<file path="src/rtl/piano_pkg.sv">
// Shared types and constants for the piano key front end.
package piano_pkg;

    typedef enum logic [1:0] {IDLE, PLAY, RELEASE} gate_state_t;

    localparam int CLK_HZ = 50_000_000;

    // Counter width able to hold 0..terminal without wrapping.
    function automatic int cnt_width(input int terminal);
        return $clog2(terminal + 1);
    endfunction

endpackage

</file>
<file path="src/rtl/key_debounce.sv">
// One push-button: 2-FF synchroniser followed by a stable-time debouncer.
module key_debounce
    import piano_pkg::*;
#(
    parameter int DEBOUNCE_CYCLES = CLK_HZ / 100
) (
    input  logic clk,
    input  logic reset,
    input  logic key,
    output logic deb
);

    localparam int CW = cnt_width(DEBOUNCE_CYCLES);
    localparam logic [CW-1:0] DEB_LAST = CW'(DEBOUNCE_CYCLES - 1);

    logic          sync_1;
    logic          sync_2;
    logic [CW-1:0] cnt;

    always_ff @(posedge clk or posedge reset) begin
        if (reset) begin
            sync_1 <= 1'b0;
            sync_2 <= 1'b0;
            deb    <= 1'b0;
            cnt    <= '0;
        end else begin
            sync_1 <= key;
            sync_2 <= sync_1;
            // Any return to the accepted level restarts the stability window.
            if (sync_2 == deb) begin
                cnt <= '0;
            end else if (cnt == DEB_LAST) begin
                deb <= sync_2;
                cnt <= '0;
            end else begin
                cnt <= cnt + 1'b1;
            end
        end
    end

endmodule

</file>
<file path="src/rtl/key_note_gate.sv">
// Key-to-speaker gate: debounced keys, lowest-index priority, sustain tail.
// Optional volume PWM on the speaker output when VOLUME_PWM_EN is defined.
module key_note_gate
    import piano_pkg::*;
#(
    parameter int NUM_KEYS        = 8,
    parameter int DEBOUNCE_CYCLES = CLK_HZ / 100,
    parameter int SUSTAIN_CYCLES  = CLK_HZ / 4
) (
    input  logic                        clk,
    input  logic                        reset,
    input  logic [NUM_KEYS-1:0]         keys,
    input  logic [NUM_KEYS-1:0]         note_in,
    input  logic [7:0]                  volume,
    output logic                        audio_out,
    output logic                        note_valid,
    output logic [$clog2(NUM_KEYS)-1:0] active_key
);

    localparam int KW = $clog2(NUM_KEYS);
    localparam int SW = cnt_width(SUSTAIN_CYCLES);
    localparam logic [SW-1:0] SUS_LAST = SW'(SUSTAIN_CYCLES - 1);

    logic [NUM_KEYS-1:0] deb_keys;
    logic [KW-1:0]       sel;
    logic                any;

    gate_state_t         state;
    gate_state_t         state_nxt;
    logic [KW-1:0]       key_nxt;
    logic [SW-1:0]       sus_cnt;
    logic [SW-1:0]       sus_nxt;
    logic                pwm_gate;
    logic                audio_nxt;

    genvar gi;
    generate
        for (gi = 0; gi < NUM_KEYS; gi++) begin : g_key
            key_debounce #(
                .DEBOUNCE_CYCLES(DEBOUNCE_CYCLES)
            ) u_deb (
                .clk   (clk),
                .reset (reset),
                .key   (keys[gi]),
                .deb   (deb_keys[gi])
            );
        end
    endgenerate

    // Scan downward so the lowest set index is the last assignment.
    always_comb begin
        sel = '0;
        for (int k = NUM_KEYS - 1; k >= 0; k--) begin
            if (deb_keys[k]) sel = KW'(k);
        end
    end

    assign any = |deb_keys;

    always_ff @(posedge clk or posedge reset) begin
        if (reset) begin
            state      <= IDLE;
            active_key <= '0;
            sus_cnt    <= '0;
            note_valid <= 1'b0;
        end else begin
            state      <= state_nxt;
            active_key <= key_nxt;
            sus_cnt    <= sus_nxt;
            note_valid <= (state_nxt != IDLE);
        end
    end

    always_comb begin
        state_nxt = state;
        key_nxt   = active_key;
        sus_nxt   = sus_cnt;
        case (state)
            IDLE: begin
                if (any) begin
                    state_nxt = PLAY;
                    key_nxt   = sel;
                end
            end
            PLAY: begin
                if (any) begin
                    key_nxt = sel;
                end else begin
                    state_nxt = RELEASE;
                    sus_nxt   = '0;
                end
            end
            RELEASE: begin
                // A new press takes priority over the tail expiring.
                if (any) begin
                    state_nxt = PLAY;
                    key_nxt   = sel;
                    sus_nxt   = '0;
                end else if (sus_cnt == SUS_LAST) begin
                    state_nxt = IDLE;
                end else begin
                    sus_nxt = sus_cnt + 1'b1;
                end
            end
            default: state_nxt = IDLE;
        endcase
    end

`ifdef VOLUME_PWM_EN
    logic [7:0] pwm_cnt;

    always_ff @(posedge clk or posedge reset) begin
        if (reset) pwm_cnt <= '0;
        else       pwm_cnt <= pwm_cnt + 8'd1;
    end

    assign pwm_gate = (pwm_cnt < volume);
`else
    logic unused_volume;
    assign unused_volume = ^volume;
    assign pwm_gate      = 1'b1;
`endif

    // note_in is slow enough to be sampled directly here without a synchroniser.
    always_comb begin
        audio_nxt = (state != IDLE) & note_in[active_key] & pwm_gate;
    end

    always_ff @(posedge clk or posedge reset) begin
        if (reset) audio_out <= 1'b0;
        else       audio_out <= audio_nxt;
    end

endmodule
</file>
<file path="config.mk">
export PLATFORM = sky130hd
export DESIGN_NAME = key_note_gate
export DESIGN_NICKNAME = d
export VERILOG_FILES = /design/src/rtl/piano_pkg.sv /design/src/rtl/key_debounce.sv /design/src/rtl/key_note_gate.sv
export SDC_FILE = /design/constraint.sdc
export NUM_CORES = 1
export LEC_CHECK = 0
export ABC_AREA = 1
export CELL_PAD_IN_SITES_DETAIL_PLACEMENT = 1
export CELL_PAD_IN_SITES_GLOBAL_PLACEMENT = 1
export CORE_ASPECT_RATIO = 2
export CORE_MARGIN = 2
export CORE_UTILIZATION = 35
export DETAILED_ROUTE_END_ITERATION = 10
export HOLD_SLACK_MARGIN = 0.08
export MAX_ROUTING_LAYER = met4
export PLACE_DENSITY = 0.61
export SLEW_MARGIN = 20
export SYNTH_ARGS = -nofsm -noshare
export SYNTH_HDL_FRONTEND = slang
export SYNTH_HIERARCHICAL = 1
export SYNTH_SLANG_ARGS = --single-unit
</file>
<file path="constraint.sdc">
create_clock -name clk -period 2.55 [get_ports clk]
set_clock_uncertainty 0.2 [all_clocks]
set_input_delay 0.51 -clock clk [delete_from_list [all_inputs] [get_ports clk]]
set_output_delay 0.51 -clock clk [all_outputs]
set_load 0.01 [all_outputs]
</file>
==> flow_summary_export.csv <==
group,metric,value,unit
cts,cts_tree,"done",
worst_setup_path,arrival,2570,ps
placed_design,routabilityCongestion,0.840,
logic_synthesis,ys_ff_latch,207,
logic_synthesis,yosysSeqAreaShare,42.8,%
route,vias,10100,
floorplan,die_width,135,microns
global_route,antenna_found_initial,0,
power_and_ir_drop,peakVddDrop,0.524,mV
logic_synthesis,yosysTopAreaCell,"dfrtp_1",
layout,nets,1636,
worst_setup_path,startpoint,"sus_cnt[0]",
logic_synthesis,synthTopCellsByCount,"303 x nor2_1, 296 x nand2_1, 207 x dfrtp_1",
worst_setup_path,crit_fanout,18,
worst_setup_path,crit_type,"reg2reg",
logic_synthesis,synth_cells,1547,
logic_synthesis,yosys_warnings,6,
cts,clk_latency,530,ps
route,vias_per_cell,4.90,
floorplan,die_y,267,microns
worst_setup_path,end_kind,"flip-flop",
logic_synthesis,synth-simple-area-share,38.8,%
floorplan,start_util,35.4,%
layout,antenna_cells,0,
cts,ctsRootBufferMaster,"clkbuf_16",
sta,max_freq,432,MHz
power_and_ir_drop,swShare,23.3,%
route,wirelength,32800,microns
power_and_ir_drop,p_sw,1.62,mW
sta,fin_crit_sh,90.8,%
worst_setup_path,r2r_start,"sus_cnt[0]",
logic_synthesis,netlist-cell-type-count,37,
logic_synthesis,yosysMostFrequentCell,"nor2_1",
floorplan,coreArea,34200,sq um
global_route,grt_pass1_wl,55600,microns
logic_synthesis,synth_area,12100,sq um
layout,final_core_util,40.0,%
cts,cts_resized,0,
logic_synthesis,synthAdderAreaFrac,0.930,%
worst_hold_path,hp-class,"reg2reg",
power_and_ir_drop,power.leakage,5.52,nW
global_route,grt_start_max_net_pins,32,
route,wl_per_cell,16.0,microns
layout,syn_to_final_growth,13.1,%
sta,slew_viol_final,0,
logic_synthesis,yosys-top-cells-area,"dfrtp_1 43%, nor2_1 9.4%, nand2_1 9.2%",
floorplan,rows,96,
power_and_ir_drop,powerDensity,506,nW/um^2
layout,n_fill_cell,4216,
run_status,status,"finished clean",
power_and_ir_drop,pwr-share-clk,47.9,%
floorplan,die-area,36200,sq um
worst_setup_path,cp.required,2810,ps
sta,hold_viol,0,
logic_synthesis,synthXorXnorAreaFrac,5.49,%
cts,path_clk_slew,60,ps
power_and_ir_drop,sequentialPowerShare,48.5,%
cts,cts_max_level,1,
cts,clk_path_buf_depth,3,
cts,cts_hold_buf,0,
logic_synthesis,ys.flop_type,"dfrtp_1",
sta,fin_tns_setup,0,ps
logic_synthesis,syn_area_per_cell,7.82,sq um
route,ant_nets,0,
placed_design,portBuffers,22,
logic_synthesis,synthMuxAreaShare,0,%
logic_synthesis,syn-num-nets,1582,
sta,rsz0062_at_grt,"false",
logic_synthesis,synth_edf_count,0,
global_route,grt_overflow,0,
sta,slew_headroom,62.0,%
route,route.detailed.drc,0,
sta,tightest_slew,567,ps
cts,cts_setup_buffers,0,
global_route,grt_pass1_vias,11300,
worst_setup_path,start_kind,"flip-flop",
power_and_ir_drop,p_int,5.31,mW
run,cap_viol_max_count,0,
route,first_pass_iters,6,
cts,clock-sinks,207,
logic_synthesis,synth_top_family_by_area,"simple AND/OR/NAND/NOR gates",
logic_synthesis,synth-compound-area-share,5.39,%
power_and_ir_drop,combPwrFrac,3.6,%
global_route,grt_usage,19.7,%
sta,setup_violations,0,
logic_synthesis,synth.top_cell.area_share,42.8,%
sta,finalCriticalPeriod,2320,ps
cts,cts_inserted_buffers,23,
route,drt_iter0_markers,175,
logic_synthesis,async_flop_share,100,%
floorplan,io_pins,31,
layout,drive_gt1_share,16.9,%
worst_hold_path,worstHoldStart,"g_key[2].u_deb/sync_1",
placed_design,hpwl,25500,microns
==> cell usage in the layout, fill, tap and decap left out, drive strengths merged, types with 10 or more instances in the layout <==
cell type and instances:
a21oi 42, nand3 133, clkbuf 31, nor3b 18
inv 197, xor2 52, buf 15, clkdlybuf4s50 22
o22ai 11, nor2 386, nand2 364, dfrtp 207
xnor2 17, nor3 16, o21bai 10, nand4 31
o21ai 33
==> state kept, by name (all words and copies together), names as in the netlist <==
register and count:
sus_cnt 24, state 2, active_key 3, g_key.u_deb/sync_1 8
note_valid 1, g_key.u_deb/sync_2 8, audio_out 1, g_key.u_deb/cnt 152
g_key.u_deb/deb 8
==> path summary, 6_finish.rpt <==
| check | end | slack [ps] | depth (start not counted) |
|---|---|---|---|
| max in group asynchronous | g_key[4].u_deb/cnt[6] | 1310 | 3 |
| min in group asynchronous | g_key[4].u_deb/deb | 330 | 2 |
| max | sus_cnt[19] | 230 | 10 |
| min reg2reg | g_key[2].u_deb/sync_2 | 150 | 0 |
| max reg2reg | sus_cnt[19] | 230 | 10 |
| min | g_key[2].u_deb/sync_2 | 150 | 0 |
==> metrics by stage <==
stage / instances / hold WS [ps] / setup WS (ps) / total power, mW / instance area, sq um
CTS: 2056 / 151 / 233 / 7.10 / 13700
global placement: 2017 / 134 / 303 / 3.67 / 12900
detailed placement: 2017 / 136 / 236 / 3.68 / 12900
global route: 2056 / 159 / 51.1 / 7.24 / 13700
floorplan: 1547 / 131 / 637 / 3.57 / 12100
finish: 2056 / 149 / 234 / 6.93 / 13700
==> area by class of cell <==
cell class,count,area (sq um),area share [%]
multi-input combinational,1135,6130,44.8
clock buffer,31,656,4.79
timing repair buffer,37,345,2.52
clock inverter,8,82.6,0.603
inverter,197,739,5.40
sequential,207,5180,37.9
tap,441,552,4.03
==> routing by layer <==
layer | global-route usage (%) | routed length [microns] | vias to the layer above
met5 | - | 0 | -
met4 | 8.25 | 1370 | 0
met1 | 18.5 | 11400 | 4935
met2 | 39.8 | 19400 | 108
met3 | 1.73 | 622 | 78
li1 | - | - | 4956
==> logic make-up after synthesis <==
family / Yosys count
buf+inv: 205
compound gates: 107
xor+xnor: 69
fa+ha+maj: 9
simple gates: 950
flops: 207
==> critical path, cell delays in order, from the launching register on <==
cell and delay (ps):
dfrtp_1 470, ha_1 350, nand2_2 120, nor2_4 180
nand2_2 100, nor3_2 160, nand2_1 100, nand2_4 80
buf_4 290, nand3_1 110, nand2_1 80
==> power by group through the flow <==
stage	registers (mW)	logic, mW	clock network [mW]
2_1_floorplan	3.41	0.157	0
3_3_place_gp	3.42	0.257	0
3_5_place_dp	3.42	0.264	0
4_1_cts	3.36	0.266	3.48
5_1_grt	3.36	0.295	3.58
6_report	3.36	0.251	3.32
Note: power is estimated with default switching activity, not from simulation.
